**config.mk**
```make
export PLATFORM = sky130hd
export DESIGN_NAME = pwr_evt_logger
export DESIGN_NICKNAME = d
export VERILOG_FILES = /design/src/rtl/pwr_evt_logger.sv
export SDC_FILE = /design/constraint.sdc
export NUM_CORES = 1
export LEC_CHECK = 0
export CAP_MARGIN = 15
export CELL_PAD_IN_SITES_DETAIL_PLACEMENT = 0
export CELL_PAD_IN_SITES_GLOBAL_PLACEMENT = 2
export CORE_UTILIZATION = 39
export CTS_BUF_LIST = sky130_fd_sc_hd__clkbuf_8 sky130_fd_sc_hd__clkbuf_16
export DETAILED_ROUTE_END_ITERATION = 16
export PLACE_DENSITY = 0.71
export SETUP_SLACK_MARGIN = 0.4
export SYNTH_ARGS = -nofsm -noshare
export SYNTH_HDL_FRONTEND = slang
export SYNTH_SLANG_ARGS = --single-unit
```
**constraint.sdc**
```tcl
create_clock -name clk -period 3.93 [get_ports clk]
set_clock_uncertainty 0.05 [all_clocks]
set_input_delay 0.786 -clock clk [delete_from_list [all_inputs] [get_ports clk]]
set_output_delay 0.786 -clock clk [all_outputs]
set_load 0.02 [all_outputs]
```
**src/rtl/pwr_evt_logger.sv**
```systemverilog
// Purpose: watches per-peripheral power states and logs each transition as {ts, idx, old, new} into an event FIFO.
// Latency: a state change in cycle t reaches the FIFO head in cycle t+2 (empty FIFO, no higher-priority pending).
// Backpressure: evt_pop drains the first-word-fall-through FIFO; a push into a full FIFO without a same-cycle pop is dropped and sets sticky overflow.
//
// Ports:
//   clk, rst_n        - rising-edge clock, synchronous active-low reset
//   state             - per-peripheral 2-bit power state
//   evt_pop           - consumer takes the head entry (ignored when empty)
//   irq_th            - occupancy threshold for irq (0 disables the occupancy term)
//   ovf_clr           - clears the sticky overflow flag
//   evt_valid/evt_data- FIFO non-empty / head entry (zero when empty)
//   evt_count         - FIFO occupancy
//   overflow, irq     - sticky drop flag, registered level interrupt
module pwr_evt_logger #(
    parameter int N     = 4,
    parameter int DEPTH = 8
) (
    input  logic                     clk,
    input  logic                     rst_n,
    input  logic [N-1:0][1:0]        state,
    input  logic                     evt_pop,
    input  logic [$clog2(DEPTH):0]   irq_th,
    input  logic                     ovf_clr,
    output logic                     evt_valid,
    output logic [31:0]              evt_data,
    output logic [$clog2(DEPTH):0]   evt_count,
    output logic                     overflow,
    output logic                     irq
);

    localparam int AW = $clog2(DEPTH);
    localparam int CW = AW + 1;

    logic [15:0]         ts_cnt;
    logic [N-1:0][1:0]   prev_state;
    logic [N-1:0]        pending;
    logic [N-1:0][1:0]   snap_old;
    logic [N-1:0][1:0]   snap_new;
    logic [N-1:0][15:0]  snap_ts;

    logic [31:0]         mem [DEPTH];
    logic [AW-1:0]       wr_ptr;
    logic [AW-1:0]       rd_ptr;

    logic [N-1:0]        detect;
    logic [N-1:0]        push_sel;
    logic                push_req;
    logic [31:0]         push_dat;
    logic                full;
    logic                pop_ok;
    logic                push_ok;
    logic                drop;
    logic [CW-1:0]       count_nxt;
    logic                ovf_nxt;
    logic                irq_nxt;

    always_comb begin
        detect = '0;
        for (int i = 0; i < N; i++) begin
            detect[i] = (state[i] != prev_state[i]);
        end
    end

    // Fixed-priority pick of the lowest-index pending snapshot.
    always_comb begin
        push_sel = '0;
        push_req = 1'b0;
        push_dat = 32'h0;
        for (int i = 0; i < N; i++) begin
            if (pending[i] && !push_req) begin
                push_req    = 1'b1;
                push_sel[i] = 1'b1;
                push_dat    = {snap_ts[i], 4'h0, 4'(i), 4'h0, snap_old[i], snap_new[i]};
            end
        end
    end

    // A full FIFO still accepts a push when the head leaves in the same cycle.
    always_comb begin
        full    = (evt_count == CW'(DEPTH));
        pop_ok  = evt_pop && (evt_count != '0);
        push_ok = push_req && (!full || pop_ok);
        drop    = push_req && !push_ok;

        count_nxt = evt_count;
        if (push_ok && !pop_ok) begin
            count_nxt = evt_count + 1'b1;
        end else if (!push_ok && pop_ok) begin
            count_nxt = evt_count - 1'b1;
        end

        // A drop in the clearing cycle wins so no loss goes unreported.
        ovf_nxt = (overflow && !ovf_clr) || drop;
        irq_nxt = ((count_nxt >= irq_th) && (irq_th != '0)) || ovf_nxt;
    end

    always_ff @(posedge clk) begin
        if (!rst_n) begin
            ts_cnt     <= 16'h0;
            prev_state <= '0;
            pending    <= '0;
            snap_old   <= '0;
            snap_new   <= '0;
            snap_ts    <= '0;
            wr_ptr     <= '0;
            rd_ptr     <= '0;
            evt_count  <= '0;
            overflow   <= 1'b0;
            irq        <= 1'b0;
        end else begin
            ts_cnt     <= ts_cnt + 16'd1;
            prev_state <= state;
            for (int i = 0; i < N; i++) begin
                if (detect[i] && (!pending[i] || push_sel[i])) begin
                    // Fresh snapshot; if the old one is leaving this cycle it
                    // has already been handed to the FIFO write path.
                    pending[i]  <= 1'b1;
                    snap_old[i] <= prev_state[i];
                    snap_new[i] <= state[i];
                    snap_ts[i]  <= ts_cnt;
                end else if (detect[i]) begin
                    // Still waiting: coalesce, keeping the original old/ts.
                    snap_new[i] <= state[i];
                end else if (push_sel[i]) begin
                    pending[i] <= 1'b0;
                end
            end
            if (push_ok) begin
                wr_ptr <= wr_ptr + 1'b1;
            end
            if (pop_ok) begin
                rd_ptr <= rd_ptr + 1'b1;
            end
            evt_count <= count_nxt;
            overflow  <= ovf_nxt;
            irq       <= irq_nxt;
        end
    end

    // Storage needs no reset; pointers and count define what is visible.
    always_ff @(posedge clk) begin
        if (push_ok) begin
            mem[wr_ptr] <= push_dat;
        end
    end

    // Held low during reset so a mid-operation reset hides the queue at once.
    assign evt_valid = rst_n && (evt_count != '0);
    assign evt_data  = evt_valid ? mem[rd_ptr] : 32'h0;

endmodule

```
# Word-level counts from Yosys, hierarchy flattened
# Memory sizes are Yosys's and may differ from the RTL's. A register that Yosys moved wholly into a read port is not among the register bits.
# Cells that the tools add are included.
# totals
register_bits,120
latch_bits,0
ram_bits,256
romBits,0
input_bits,16
out_inout_bits,39
wordCells,127
memories,1
# op_classes
addsub,5
multipliers,0
n_div,0
order_cmp,1
eq_ne,9
shift,0
mux,38
bitwise_logic,0
reduce_logical,47
# memory_table
memory,depth,width,read_ports,rd_ports_with_merged_regs,write_ports,line,text
mem,8,32,1,1,1,41,logic [31:0] mem [DEPTH];
# ops
op,count
$mux W32,5
$mux W1,21
$add A16 B1 Y16 const B,1
$mux W2,8
$reduce_bool A2 Y1,8
$logic_and A1 B1 Y1,15
$logic_not A1 Y1,11
$mux W4,2
$ne A2 B1 Y1 const B,4
$ne A2 B2 Y1,4
$reduce_and A2 Y1,4
$reduce_bool A4 Y1,2
$logic_or A1 B1 Y1,7
$add A3 B1 Y3 const B,2
$mux W3,2
$add A4 B1 Y4 const B,1
$eq A4 B4 Y1 const B,1
$ge A4 B4 Y1,1
$sub A4 B1 Y4 const B,1

# Depth between registers and ports, before layout
# logic_depth
depth_word,18
ltp_mapped,12
mapped_depth_nobuf,11

# Worst setup path before layout
# OpenSTA, ideal clock, no wires.
# synth_timing
kind,input-to-reg
from,input port evt_pop
to,"memory mem[0][0], enable pin"
setup_ns,0.457
arrival_time_ns,3.470
required_time_ns,3.423
slack_ns,-0.047
path_stages,4
path_buffers,1
cell_sequence,clkbuf_1 or4bb_1 nand2_1 nor4_1
# synth_between
elab_chain_len,5
# synth_lines
item,line,text
start: declaration,21,"input logic evt_pop,"
$logic_and A1 B1 Y1,81,pop_ok = evt_pop && (evt_count != '0);
$logic_or A1 B1 Y1,82,push_ok = push_req && (!full || pop_ok);
$logic_and A1 B1 Y1,82,
$mux W1,142,if (push_ok) begin
$mux W1 (not written as such),143,mem[wr_ptr] <= push_dat;
end: declaration,41,
# Every way passes these cells.

==> impl_metrics.csv <==
group,metric,value,unit
floorplanning,rows,64,
setup_path,cp_num_buf_inv,2,
cts,holdBufCountCts,0,
layout,mostFrequentLayoutCell,"edfxtp_1",
timing,setup_viol,0,
timing,post-route-period-util,81.06,%
cts,cts_setup_buffers,0,
yosys,ys_warn_count,0,
floorplanning,fp.dieW,178.0,um
timing,worstMarginPinSlew,990.6,ps
pwr,max-vdd-ir-drop,0.0003347,V
setup_path,reg2reg_depth,11,
global_route,grt_util_all_layers,16.43,%
route,avgViaCountPerCell,5.192,
route,drt_pass1_iterations,4,
placement,pre_cts_slack,456.9,ps
yosys,synth-seq-cells,299,
timing,slew_headroom,33.45,%
yosys,synth_area_leaders,"edfxtp_1 44%, dfxtp_1 20%, mux4_2 8.2%",
cts,htreeDepth,1,
global_route,first_global_vias,7016,
pwr,netSwitchingPower,2.036,mW
setup_path,path_delay_family,"multiplexers",
setup_path,worst_ep_arrival_time,2350,ps
route,drt_iter0_drc,566,
floorplanning,fp.dieH,178.0,um
timing,rsz0062_at_grt,"false",
layout,final_cell_mix,"176 x edfxtp_1, 133 x nor2_1, 120 x dfxtp_1, 98 x mux2i_1, 44 x mux4_2",
floorplanning,ios,55,
global_route,overflow,0,
layout,drive_above_1_share,15.02,%
cts,cts_buffers,31,
cts,cts_tree,"done",
layout,final_util,46.51,%
cts,clockBufferDepth,3,
global_route,antenna_found_initial,0,
yosys,seq_area_frac_synth,64.12,%
timing,fin_crit,3186,ps
flow_run,maxCapViolCount,0,
hold_path,hold_class,"reg -> reg",
global_route,grt_pass1_wl,39500,um
cts,cts.reportedPaths.clkPinSlew,60,ps
pwr,switching_share,25.02,%
route,drc_errors,0,
setup_path,worstPathRequired,3090,ps
setup_path,crit_cells,5,
route,routedLengthMet1,11320,um
layout,fillCellCount,2635,
cts,root_buffer,"clkbuf_16",
yosys,netlist.area_leader.share,43.74,%
yosys,synth_cell_types,49,
timing,max_freq,313.9,MHz
yosys,yosysTopAreaCell,"edfxtp_1",
timing,setup_ws,744.3,ps
route,wl_met2,12500,um
placement,io_buffers,44,
route,final_antenna_net_count,0,
pwr,p_seq_share,44.8,%
hold_path,min_delay_path_depth,2,
yosys,syn_area,0.01208,mm^2
route,wl_per_cell,19.08,um
yosys,async_reset_ff_share,0,%
floorplanning,die_area,0.03169,mm^2
route,vias,6895,
timing,finalMaxSlewViolations,0,
pwr,p_leak,5.493,nW
floorplanning,initial_core_util,39.60,%
yosys,synth_cells,866,
timing,finalHoldViolCount,0,
placement,place_congestion,0.7989,
yosys,synth_ff_type,"edfxtp_1",
floorplanning,core,0.03051,mm^2
setup_path,cpMaxStageDelayCell,"mux4_2",
cts,cts_sinks,299,
run_status,status,"completed",
setup_path,cp-end-kind,"output pin",
setup_path,path_cells,"buf_16 > mux4_2 > mux2i_1 > nor2_1 > dlymetal6s2s_1",
route,dr_wl_met3,1084,um
cts,insertion_delay,550,ps
pwr,pwr-share-clk,38.0,%
route,highest_layer,"met4",
pwr,internal_power,6.101,mW
yosys,synth.avg_cell_area,13.95,um^2
yosys,synth_edf_count,176,
timing,finalSetupTns,0,ps
layout,syn2layout_area_growth,17.44,%
layout,final_net_count,933,
global_route,grt_max_degree,103,
setup_path,worstSetupPathType,"reg -> out",
pwr,power_density,573.4,mW/mm^2
setup_path,crit_path_start_kind,"register",
setup_path,cp_max_fo,22,
pwr,combPwrFrac,17.2,%
layout,n_antenna_cell,0,
placement,dpl.hpwl,14930,um
route,routed_wl,25340,um
setup_path,slowest_delay,530,ps
[worst reg2reg max path, stage by stage, from the launching register on]
cell and delay, ps:
dfxtp_1 370, inv_1 90, ha_1 200, or3b_4 460, a211oi_4 370, nor3_1 110, or2_1 220, ha_1 260
nand2b_1 140, a21o_1 170, a211oi_1 250, o21bai_1 100
[stage by stage]
step           hold slack (ps)  std cells  total power [mW]  instance area [um^2]
2_1_floorplan            381.7        875             4.662                 12130
3_3_place_gp             399.7       1270             5.059                 12990
3_5_place_dp             404.4       1270             5.102                 12990
4_1_cts                  412.4       1328             8.250                 14130
5_1_grt                  441.9       1328             8.485                 14190
6_report                 406.3       1328             8.136                 14190
[registers in the layout, summed over array words and instances (netlist names), named ones only]
register	count
overflow	1
rd_ptr	3
pending	4
ts_cnt	16
snap_ts	64
wr_ptr	3
snap_new	8
prev_state	8
evt_count	4
snap_old	8
irq	1
mem	176
[cell usage after synthesis (all sizes together) (3+ instances only)]
library cell,n
a22oi,17
a21oi,23
o211ai,3
ha,9
xor2,17
nand2b,5
mux4,44
mux2i,98
edfxtp,176
nor2,136
nand3b,5
clkbuf,26
nand2,33
or3,5
buf,42
nand4,6
nand3,9
or2,4
and3,4
o21ai,8
xnor2,7
a221o,20
nor3,8
inv,8
dfxtp,123
and2,9
[final timing paths]
kind | slack [ps] | to | start
min reg2reg | 410 | snap_new[3] | snap_new[3]
max reg2reg | 1030 | irq | evt_count[0]
min | 410 | snap_new[3] | snap_new[3]
max | 740 | evt_data[2] | register
[area by class of cell]
cell class	count	area (um^2)	area share, %
inverters	8	30.03	0.2116
repair buffers	68	750.7	5.291
multi-input cells	500	4065	28.65
well taps	396	495.5	3.492
clock inverters	25	305.3	2.151
flip-flops and latches	299	7754	54.64
clock buffers	32	789.5	5.564
[logic make-up (layout without fill, tap and decap cells)]
logic type / after synthesis / in the layout / share of synthesized area (%)
DFF: 299 / 299 / 64.12
adders and majority gates: 9 / 9 / 0.9320
muxes: 142 / 142 / 16.32
AOI/OAI and AO/OA: 79 / 79 / 4.857
other: 1 / 10 / 0.03104
buffers and inverters: 76 / 133 / 3.086
and+or+nand+nor: 236 / 236 / 8.916
xor gates and xnor gates: 24 / 24 / 1.740
[layer usage]
metal / track usage [%] / up-vias
met1: 21.79 / 3456
li1: - / 3274
met4: 4.345 / 0
met2: 28.16 / 128
met5: 0 / -
met3: 2.280 / 37
[power groups by stage]
stage	Combinational, mW	Clock [mW]	Sequential (mW)
final	1.40	3.09	3.65
after detailed placement	1.40	0	3.71
after floorplan	0.986	0	3.68
after global routing	1.51	3.30	3.67
after global placement	1.37	0	3.69
after CTS	1.44	3.16	3.64
[timing repair]
item | CTS | global route
gates cloned | 1 | 0
setup endpoints to repair | 23 | 23
resized for setup | 4 | 26
hold endpoints to repair | 0 | 0
Note: power is estimated with default switching activity, not from simulation.
